==> src/rtl/multicycle_control_if.sv <==
// Control bundle between the multi-cycle sequencer and the MIPS datapath.
// master = sequencer, slave = datapath / memory side.
interface multicycle_control_if #(
    parameter int COUNT_W = 16
) ();
    logic [5:0]         instr_op;
    logic               mem_ready;
    logic               pc_write;
    logic               pc_write_cond;
    logic               i_or_d;
    logic               mem_read;
    logic               mem_write;
    logic               ir_write;
    logic               mem_to_reg;
    logic               reg_dst;
    logic               reg_write;
    logic               alu_src_a;
    logic [1:0]         alu_src_b;
    logic [1:0]         alu_op;
    logic [1:0]         pc_source;
    logic [3:0]         state;
    logic               illegal_op;
    logic [COUNT_W-1:0] instr_count;

    modport master (
        input  instr_op,
        input  mem_ready,
        output pc_write,
        output pc_write_cond,
        output i_or_d,
        output mem_read,
        output mem_write,
        output ir_write,
        output mem_to_reg,
        output reg_dst,
        output reg_write,
        output alu_src_a,
        output alu_src_b,
        output alu_op,
        output pc_source,
        output state,
        output illegal_op,
        output instr_count
    );

    modport slave (
        output instr_op,
        output mem_ready,
        input  pc_write,
        input  pc_write_cond,
        input  i_or_d,
        input  mem_read,
        input  mem_write,
        input  ir_write,
        input  mem_to_reg,
        input  reg_dst,
        input  reg_write,
        input  alu_src_a,
        input  alu_src_b,
        input  alu_op,
        input  pc_source,
        input  state,
        input  illegal_op,
        input  instr_count
    );
endinterface

==> src/rtl/multicycle_control.sv <==
// Multi-cycle MIPS control sequencer: fetch/decode/execute/mem/writeback
// with memory-ready stalls, sticky illegal-opcode flag and retire counter.
module multicycle_control #(
    parameter int COUNT_W = 16
) (
    input logic                  clk,
    input logic                  rst,
    multicycle_control_if.master bus
);
    typedef enum logic [3:0] {
        FETCH     = 4'd0,
        DECODE    = 4'd1,
        MEM_ADDR  = 4'd2,
        MEM_READ  = 4'd3,
        MEM_WB    = 4'd4,
        MEM_WRITE = 4'd5,
        EXECUTE   = 4'd6,
        R_WB      = 4'd7,
        BRANCH    = 4'd8,
        JUMP      = 4'd9,
        ADDI_EX   = 4'd10,
        ADDI_WB   = 4'd11,
        ILLEGAL   = 4'd12
    } state_t;

    localparam logic [5:0] OP_RTYPE = 6'b000000;
    localparam logic [5:0] OP_LW    = 6'b100011;
    localparam logic [5:0] OP_SW    = 6'b101011;
    localparam logic [5:0] OP_BEQ   = 6'b000100;
    localparam logic [5:0] OP_J     = 6'b000010;
    localparam logic [5:0] OP_ADDI  = 6'b001000;

    state_t             state_q;
    state_t             state_d;
    logic               illegal_q;
    logic [COUNT_W-1:0] count_q;
    logic               retire;

    logic       pc_write;
    logic       pc_write_cond;
    logic       i_or_d;
    logic       mem_read;
    logic       mem_write;
    logic       ir_write;
    logic       mem_to_reg;
    logic       reg_dst;
    logic       reg_write;
    logic       alu_src_a;
    logic [1:0] alu_src_b;
    logic [1:0] alu_op;
    logic [1:0] pc_source;

    always_ff @(posedge clk) begin
        if (rst) begin
            state_q   <= FETCH;
            illegal_q <= 1'b0;
            count_q   <= '0;
        end else begin
            state_q <= state_d;
            if (state_d == ILLEGAL)
                illegal_q <= 1'b1;
            if (retire)
                count_q <= count_q + COUNT_W'(1);
        end
    end

    // Reset gates every control so an aborted instruction issues nothing.
    always_comb begin
        state_d       = FETCH;
        retire        = 1'b0;
        pc_write      = 1'b0;
        pc_write_cond = 1'b0;
        i_or_d        = 1'b0;
        mem_read      = 1'b0;
        mem_write     = 1'b0;
        ir_write      = 1'b0;
        mem_to_reg    = 1'b0;
        reg_dst       = 1'b0;
        reg_write     = 1'b0;
        alu_src_a     = 1'b0;
        alu_src_b     = 2'b00;
        alu_op        = 2'b00;
        pc_source     = 2'b00;
        if (!rst) begin
            case (state_q)
                FETCH: begin
                    mem_read  = 1'b1;
                    alu_src_b = 2'b01;
                    ir_write  = bus.mem_ready;
                    pc_write  = bus.mem_ready;
                    state_d   = bus.mem_ready ? DECODE : FETCH;
                end
                DECODE: begin
                    alu_src_b = 2'b11;
                    unique case (1'b1)
                        bus.instr_op == OP_RTYPE: state_d = EXECUTE;
                        bus.instr_op == OP_LW,
                        bus.instr_op == OP_SW:    state_d = MEM_ADDR;
                        bus.instr_op == OP_BEQ:   state_d = BRANCH;
                        bus.instr_op == OP_J:     state_d = JUMP;
                        bus.instr_op == OP_ADDI:  state_d = ADDI_EX;
                        default:                  state_d = ILLEGAL;
                    endcase
                end
                MEM_ADDR: begin
                    alu_src_a = 1'b1;
                    alu_src_b = 2'b10;
                    state_d   = (bus.instr_op == OP_SW) ? MEM_WRITE
                                                        : MEM_READ;
                end
                MEM_READ: begin
                    mem_read = 1'b1;
                    i_or_d   = 1'b1;
                    state_d  = bus.mem_ready ? MEM_WB : MEM_READ;
                end
                MEM_WB: begin
                    mem_to_reg = 1'b1;
                    reg_write  = 1'b1;
                    retire     = 1'b1;
                end
                MEM_WRITE: begin
                    mem_write = 1'b1;
                    i_or_d    = 1'b1;
                    retire    = bus.mem_ready;
                    state_d   = bus.mem_ready ? FETCH : MEM_WRITE;
                end
                EXECUTE: begin
                    alu_src_a = 1'b1;
                    alu_op    = 2'b10;
                    state_d   = R_WB;
                end
                R_WB: begin
                    reg_dst   = 1'b1;
                    reg_write = 1'b1;
                    retire    = 1'b1;
                end
                BRANCH: begin
                    alu_src_a     = 1'b1;
                    alu_op        = 2'b01;
                    pc_write_cond = 1'b1;
                    pc_source     = 2'b01;
                    retire        = 1'b1;
                end
                JUMP: begin
                    pc_write  = 1'b1;
                    pc_source = 2'b10;
                    retire    = 1'b1;
                end
                ADDI_EX: begin
                    alu_src_a = 1'b1;
                    alu_src_b = 2'b10;
                    state_d   = ADDI_WB;
                end
                ADDI_WB: begin
                    reg_write = 1'b1;
                    retire    = 1'b1;
                end
                ILLEGAL: state_d = ILLEGAL;
                default: state_d = FETCH;
            endcase
        end
    end

    assign bus.pc_write      = pc_write;
    assign bus.pc_write_cond = pc_write_cond;
    assign bus.i_or_d        = i_or_d;
    assign bus.mem_read      = mem_read;
    assign bus.mem_write     = mem_write;
    assign bus.ir_write      = ir_write;
    assign bus.mem_to_reg    = mem_to_reg;
    assign bus.reg_dst       = reg_dst;
    assign bus.reg_write     = reg_write;
    assign bus.alu_src_a     = alu_src_a;
    assign bus.alu_src_b     = alu_src_b;
    assign bus.alu_op        = alu_op;
    assign bus.pc_source     = pc_source;
    assign bus.state         = state_q;
    assign bus.illegal_op    = illegal_q;
    assign bus.instr_count   = count_q;
endmodule

==> src/flat_wrapper.sv <==
// flat-port wrapper written by rule: the top's interface ports become plain ports
module multicycle_control_flat 
#(
    parameter int COUNT_W = 16
)
  (clk, rst, bus_instr_op, bus_mem_ready, bus_pc_write, bus_pc_write_cond, bus_i_or_d, bus_mem_read, bus_mem_write, bus_ir_write, bus_mem_to_reg, bus_reg_dst, bus_reg_write, bus_alu_src_a, bus_alu_src_b, bus_alu_op, bus_pc_source, bus_state, bus_illegal_op, bus_instr_count);
  multicycle_control_if #(.COUNT_W(COUNT_W)) bus_i ();
  input logic clk;
  input logic rst;
  input wire logic [$bits(bus_i.instr_op)-1:0] bus_instr_op;
  input wire logic [$bits(bus_i.mem_ready)-1:0] bus_mem_ready;
  output wire logic [$bits(bus_i.pc_write)-1:0] bus_pc_write;
  output wire logic [$bits(bus_i.pc_write_cond)-1:0] bus_pc_write_cond;
  output wire logic [$bits(bus_i.i_or_d)-1:0] bus_i_or_d;
  output wire logic [$bits(bus_i.mem_read)-1:0] bus_mem_read;
  output wire logic [$bits(bus_i.mem_write)-1:0] bus_mem_write;
  output wire logic [$bits(bus_i.ir_write)-1:0] bus_ir_write;
  output wire logic [$bits(bus_i.mem_to_reg)-1:0] bus_mem_to_reg;
  output wire logic [$bits(bus_i.reg_dst)-1:0] bus_reg_dst;
  output wire logic [$bits(bus_i.reg_write)-1:0] bus_reg_write;
  output wire logic [$bits(bus_i.alu_src_a)-1:0] bus_alu_src_a;
  output wire logic [$bits(bus_i.alu_src_b)-1:0] bus_alu_src_b;
  output wire logic [$bits(bus_i.alu_op)-1:0] bus_alu_op;
  output wire logic [$bits(bus_i.pc_source)-1:0] bus_pc_source;
  output wire logic [$bits(bus_i.state)-1:0] bus_state;
  output wire logic [$bits(bus_i.illegal_op)-1:0] bus_illegal_op;
  output wire logic [$bits(bus_i.instr_count)-1:0] bus_instr_count;
  assign bus_i.instr_op = bus_instr_op;
  assign bus_i.mem_ready = bus_mem_ready;
  assign bus_pc_write = bus_i.pc_write;
  assign bus_pc_write_cond = bus_i.pc_write_cond;
  assign bus_i_or_d = bus_i.i_or_d;
  assign bus_mem_read = bus_i.mem_read;
  assign bus_mem_write = bus_i.mem_write;
  assign bus_ir_write = bus_i.ir_write;
  assign bus_mem_to_reg = bus_i.mem_to_reg;
  assign bus_reg_dst = bus_i.reg_dst;
  assign bus_reg_write = bus_i.reg_write;
  assign bus_alu_src_a = bus_i.alu_src_a;
  assign bus_alu_src_b = bus_i.alu_src_b;
  assign bus_alu_op = bus_i.alu_op;
  assign bus_pc_source = bus_i.pc_source;
  assign bus_state = bus_i.state;
  assign bus_illegal_op = bus_i.illegal_op;
  assign bus_instr_count = bus_i.instr_count;
  multicycle_control #(.COUNT_W(COUNT_W)) u_core (.clk(clk), .rst(rst), .bus(bus_i));
endmodule
==> config.mk <==
export PLATFORM = sky130hd
export DESIGN_NAME = multicycle_control_flat
export DESIGN_NICKNAME = d
export VERILOG_FILES = /design/src/rtl/multicycle_control_if.sv /design/src/rtl/multicycle_control.sv /design/src/flat_wrapper.sv
export SDC_FILE = /design/constraint.sdc
export NUM_CORES = 1
export LEC_CHECK = 0
export CAP_MARGIN = 20
export CORE_MARGIN = 3
export CORE_UTILIZATION = 40
export DETAILED_ROUTE_END_ITERATION = 6
export PLACE_DENSITY = 0.76
export SLEW_MARGIN = 20
export SYNTH_ARGS = -nofsm -noshare
export SYNTH_HDL_FRONTEND = slang
export SYNTH_SLANG_ARGS = --single-unit
==> constraint.sdc <==
create_clock -name clk -period 1.4 [get_ports clk]
set_clock_uncertainty 0.15 [all_clocks]
set_input_delay 0.21 -clock clk [delete_from_list [all_inputs] [get_ports clk]]
set_output_delay 0.21 -clock clk [all_outputs]
set_load 0.1 [all_outputs]
==> metrics.json, run 1 <==
{
  "leading_area_contributor_after_synthesis": "dfxtp_1",
  "place_worst_setup_slack_ns": -0.689,
  "synth-seq-area-share_pct": 30.1,
  "failed_stage": "clock tree synthesis (4_1_cts)",
  "run_status": "aborted with a tool error",
  "synth.distinct_cells": 50,
  "rows": 20,
  "synth_compound_gate_area_share_pct": 14.1,
  "ys_warn_count": 0,
  "dpl.hpwl_mm": 5.19,
  "total_cts_buffers": 3,
  "synth-edff-count": 0,
  "tool.error": "[ERROR DPL-0038] Utilization greater than 100%, impossible to legalize",
  "worst_case_clock_buffer_depth": 2,
  "width_of_the_chip_um": 65.1,
  "syn-cell-area_mm2": 0.00140,
  "synthesis.nets": 189,
  "synth_top_family_by_area": "simple AND/OR/NAND/NOR gates",
  "cts.root.buffer_cell": "clkbuf_4",
  "post_synth_fa_ha_maj_area_fraction_pct": 0.894,
  "cts_resized": 31,
  "gate_count_after_technology_mapping": 179,
  "yosys.area.top_type_share_pct": 30.1,
  "cts_h_tree_depth": 1,
  "placement.io_buffers": 45,
  "ys_dominant_reg_cell": "dfxtp_1",
  "initial_utilization_pct": 43.7,
  "post-cts-setup-buffer-count": 16,
  "clock_sink_count": 21,
  "yosys.area_share.simple_pct": 40.3,
  "place.gp.congestion": 0.869,
  "postCtsHoldBufs": 0,
  "synthesis.area_per_instance_um2": 7.81,
  "synth_mux_area_share_pct": 1.43,
  "synth-xor-area-share_pct": 6.89,
  "async_reset_ff_share_pct": 0,
  "design.portCount": 46,
  "chipHeight_um": 65.1,
  "yosys_register_bits": 21,
  "post_synth_main_area_contributors": "dfxtp_1, nor2_1, xor2_1"
}
-- metrics by stage --
| stage | std cells | hold slack, ns | cell area, um^2 | setup TNS (ns) | utilization (%) |
|---|---|---|---|---|---|
| 2_1_floorplan | 179 | 0.239 | 1770 | -15.01 | - |
| 3_3_place_gp | 317 | 0.359 | 3010 | -14.83 | 94.0 |
| 3_5_place_dp | 317 | 0.375 | 3010 | -17.35 | 94.0 |
-- cell usage after synthesis, types with 6 or more instances --
cell      count
nor2_1       28
dfxtp_1      21
nand2_1      14
xor2_1        9
nand2b_1      8
nor3_1        8
o21ai_0       8
nand4_1       7
a21oi_1       6
-- logic make-up after synthesis --
logic type	Yosys count
DFF	21
and+or+nand+nor	99
AOI/OAI and AO/OA	28
xor gates and xnor gates	11
muxes	2
buffers and inverters	17
adders and majority gates	1
==> run 2: changes to the inputs <==
CORE_UTILIZATION = 25   (was 40)
PLACE_DENSITY = not set   (was 0.76)
PLACE_DENSITY_LB_ADDON = 0.15   (was not set)
clock period = 1.8 ns   (was 1.4 ns; I/O delays follow)
==> run 2 against run 1 <==
Effect of this change: the flow now finishes, with violations (setup timing); synthesized cell count did not move; synthesized area did not move.
==> metrics.json, run 2 <==
{
  "timing.max_cap.violations": 0,
  "report.final.hold_viol_count": 0,
  "critical_path_arrival_ns": 1.47,
  "rows": {"value": 26, "change": "+30%"},
  "wl_mm": 4.43,
  "clock_sink_count": {"value": 21, "change": "unchanged"},
  "worstReg2RegStart": "u_core.bus.state[0]",
  "clock_tree_from_tritoncts": "built",
  "place.gp.congestion": {"value": 0.883, "change": "+1.6%"},
  "async_reset_ff_share": {"value": 0, "unit": "%", "change": "unchanged"},
  "crit_path_start_kind": "flip-flop",
  "highest_delay_cell_along_the_critical_path": "dfxtp_4",
  "crit_path_start": "u_core.bus.state[0]",
  "placeableCoreArea_mm2": 0.00527,
  "synth.distinct_cells": {"value": 50, "change": "unchanged"},
  "drc": 0,
  "dp.cells": {"value": 314, "change": "-0.95%"},
  "firstDrtPassIters": 4,
  "dieArea_mm2": 0.00653,
  "drt-initial-drc-count": 46,
  "postRouteAntennaNets": 0,
  "run_status": "complete, but fails checks",
  "placement.io_buffers": {"value": 45, "change": "unchanged"},
  "cellPowerDensity_mw_per_mm2": 463,
  "width_of_the_chip": {"value": 80.8, "unit": "um", "change": "+24%"},
  "num-fill-cells": 464,
  "leak_pwr_uw": 0.00112,
  "finish.instance_area_mm2": 0.00299,
  "end_kind": "output port",
  "layout.nets": 276,
  "critical_path_peak_fanout": 5,
  "synthesis.nets": {"value": 189, "change": "unchanged"},
  "design.portCount": {"value": 46, "change": "unchanged"},
  "fmaxAchievable_mhz": 528,
  "mostFrequentLayoutCells": "buf_4, buf_12, nor2_1",
  "hp-class": "reg -> reg",
  "clk_latency_ns": 0.26,
  "timing.critical_path.mode_cell": "nand2_2",
  "gate_count_after_technology_mapping": {"value": 179, "change": "unchanged"},
  "largest_reg_flops": 16,
  "vias_per_cell": 4.82,
  "yosys.area.top_type_share": {"value": 30.1, "unit": "%", "change": "unchanged"},
  "synth-seq-area-share": {"value": 30.1, "unit": "%", "change": "unchanged"},
  "path_buf_inv": 2,
  "worst_path_dominant_cell_family": "flip-flops",
  "timing.final.crit_share_pct": 105,
  "synth-edff-count": {"value": 0, "change": "unchanged"},
  "globalRoute.totalOverflow": 0,
  "cts_h_tree_depth": {"value": 1, "change": "unchanged"},
  "slew_headroom_pct": 79.2,
  "path_clk_slew_ns": 0.07,
  "antenna_found_initial": 0,
  "chipHeight": {"value": 80.8, "unit": "um", "change": "+24%"},
  "post_synth_main_area_contributors": "dfxtp_1, nor2_1, xor2_1",
  "yosys_register_bits": {"value": 21, "change": "unchanged"},
  "post_layout_nonfiller_instances": 335,
  "critical_path.cell_chain": "clkinvlp_4 > nand2_2 > nand2_2 > o22a_1 > nor2_4 > buf_12",
  "worst_case_clock_buffer_depth": {"value": 2, "change": "unchanged"},
  "grt_pass1_wl_mm": 7.61,
  "final.hold.worst_slack_ns": 0.368,
  "post_drt_wl_per_cell_um": 13.2,
  "tightest_slew_ns": 0.307,
  "vdd.ir_drop.worst_mv": 0.264,
  "mostFrequentLayoutCell": "buf_4",
  "ys_warn_count": {"value": 0, "change": "unchanged"},
  "worst-setup-path-type": "reg -> out",
  "setup_ws_ns": -0.0922,
  "layout-drive-gt1-share_pct": 57.0,
  "worstPathRequired_ns": 1.38,
  "leading_area_contributor_after_synthesis": "dfxtp_1",
  "violations_in_the_final_reports": "setup timing",
  "total_cts_buffers": {"value": 3, "change": "unchanged"},
  "diodes": 0,
  "setup_viol": 8,
  "most_common_cell_in_the_synthesized_netlist": "nor2_1",
  "vias": 1614,
  "grtUsageTotal_pct": 14.6,
  "holdCritStartpoint": "u_core.bus.instr_count[1]",
  "area_growth_syn_to_layout_pct": 114,
  "dpl.hpwl": {"value": 3.43, "unit": "mm", "change": "-34%"},
  "placement.cell_area": {"value": 0.00273, "unit": "mm^2", "change": "-9.5%"},
  "synthesis.area_per_instance": {"value": 7.81, "unit": "um^2", "change": "unchanged"},
  "initial_utilization": {"value": 26.5, "unit": "%", "change": "-17 points"},
  "cts.root.buffer_cell": "clkbuf_8",
  "synthTopCellsByCount": "nor2_1, dfxtp_1, nand2_1",
  "fin_util_pct": 56.8,
  "finalWorstPathRequiredPeriod_ns": 1.89,
  "ys_dominant_reg_cell": "dfxtp_1",
  "grt_pass1_vias": 1607,
  "setup_repair_after_global_routing_missed_its_margin": "true",
  "timing.final.max_slew_violations": 0,
  "critPathMaxStageDelay_ns": 0.38,
  "syn-cell-area": {"value": 0.00140, "unit": "mm^2", "change": "unchanged"},
  "grt_start_max_net_pins": 13
}
==> run 2: cell counts after synthesis <==
Identical to the previous run, type by type.
==> run 2: kinds of logic after synthesis <==
group	Yosys count	share of synthesized area, %
buffers and inverters	17	6.35
DFF	21	30.1
muxes	2	1.43
xor gates and xnor gates	11	6.89
AOI/OAI and AO/OA	28	14.1
and+or+nand+nor	99	40.3
adders and majority gates	1	0.894
==> run 2: where the power goes <==
part	switching, uW	leakage, uW	internal [uW]
Combinational	350	0.000917	250
Sequential	23.7	0.000184	457
Clock	146	0.0000228	158
==> run 2: metrics by stage <==
stage          power (uW)  setup WS (ns)  setup TNS, ns
6_report             1380        -0.0922         -0.330
2_1_floorplan         853         -0.684          -5.53
5_1_grt              1450         -0.175          -1.05
3_3_place_gp         1040         -0.227          -3.59
4_1_cts              1380        -0.0975         -0.450
3_5_place_dp         1040         -0.259          -3.86
==> run 2: layout make-up <==
class,count,area [um^2],share of cell area [%]
Sequential cell,21,484,16.2
Multi-Input combinational cell,141,1130,37.7
Tap cell,70,87.6,2.93
Clock buffer,4,45.0,1.51
Inverter,5,22.5,0.753
Timing Repair Buffer,94,1220,40.9
==> run 2: tightest hold or removal path: stages (launching register included) <==
cell and delay, ns:
dfxtp_4 0.37, nand2_1 0.06, a21oi_1 0.06
==> run 2: per-layer routing <==
layer / share of wire (%) / track usage [%] / vias to the layer above / wire length [um]
met5: 0 / 0 / - / 0
met4: 1.0 / 3.04 / 0 / 46
met3: 2.6 / 1.88 / 4 / 117
met2: 52 / 27.1 / 30 / 2310
met1: 44 / 18.0 / 766 / 1960
li1: - / - / 814 / -
==> run 2: worst paths after layout <==
path | endpoint | slack, ns | cells after the start
worst max register to register | u_core.bus.instr_count[4] | 0.05 | 7
worst min register to register | u_core.bus.instr_count[1] | 0.37 | 2
worst max-delay path | bus_reg_write | -0.09 | 6
worst min-delay path | u_core.bus.instr_count[1] | 0.37 | 2
==> run 2: repair_timing <==
item                       4_1_cts  5_1_grt
pin swaps                        1        6
setup buffers                   15        2
gates resized for setup         10       16
hold buffers                     0        0
setup endpoints to repair       17       19
Power figures use the tool's default switching activity.
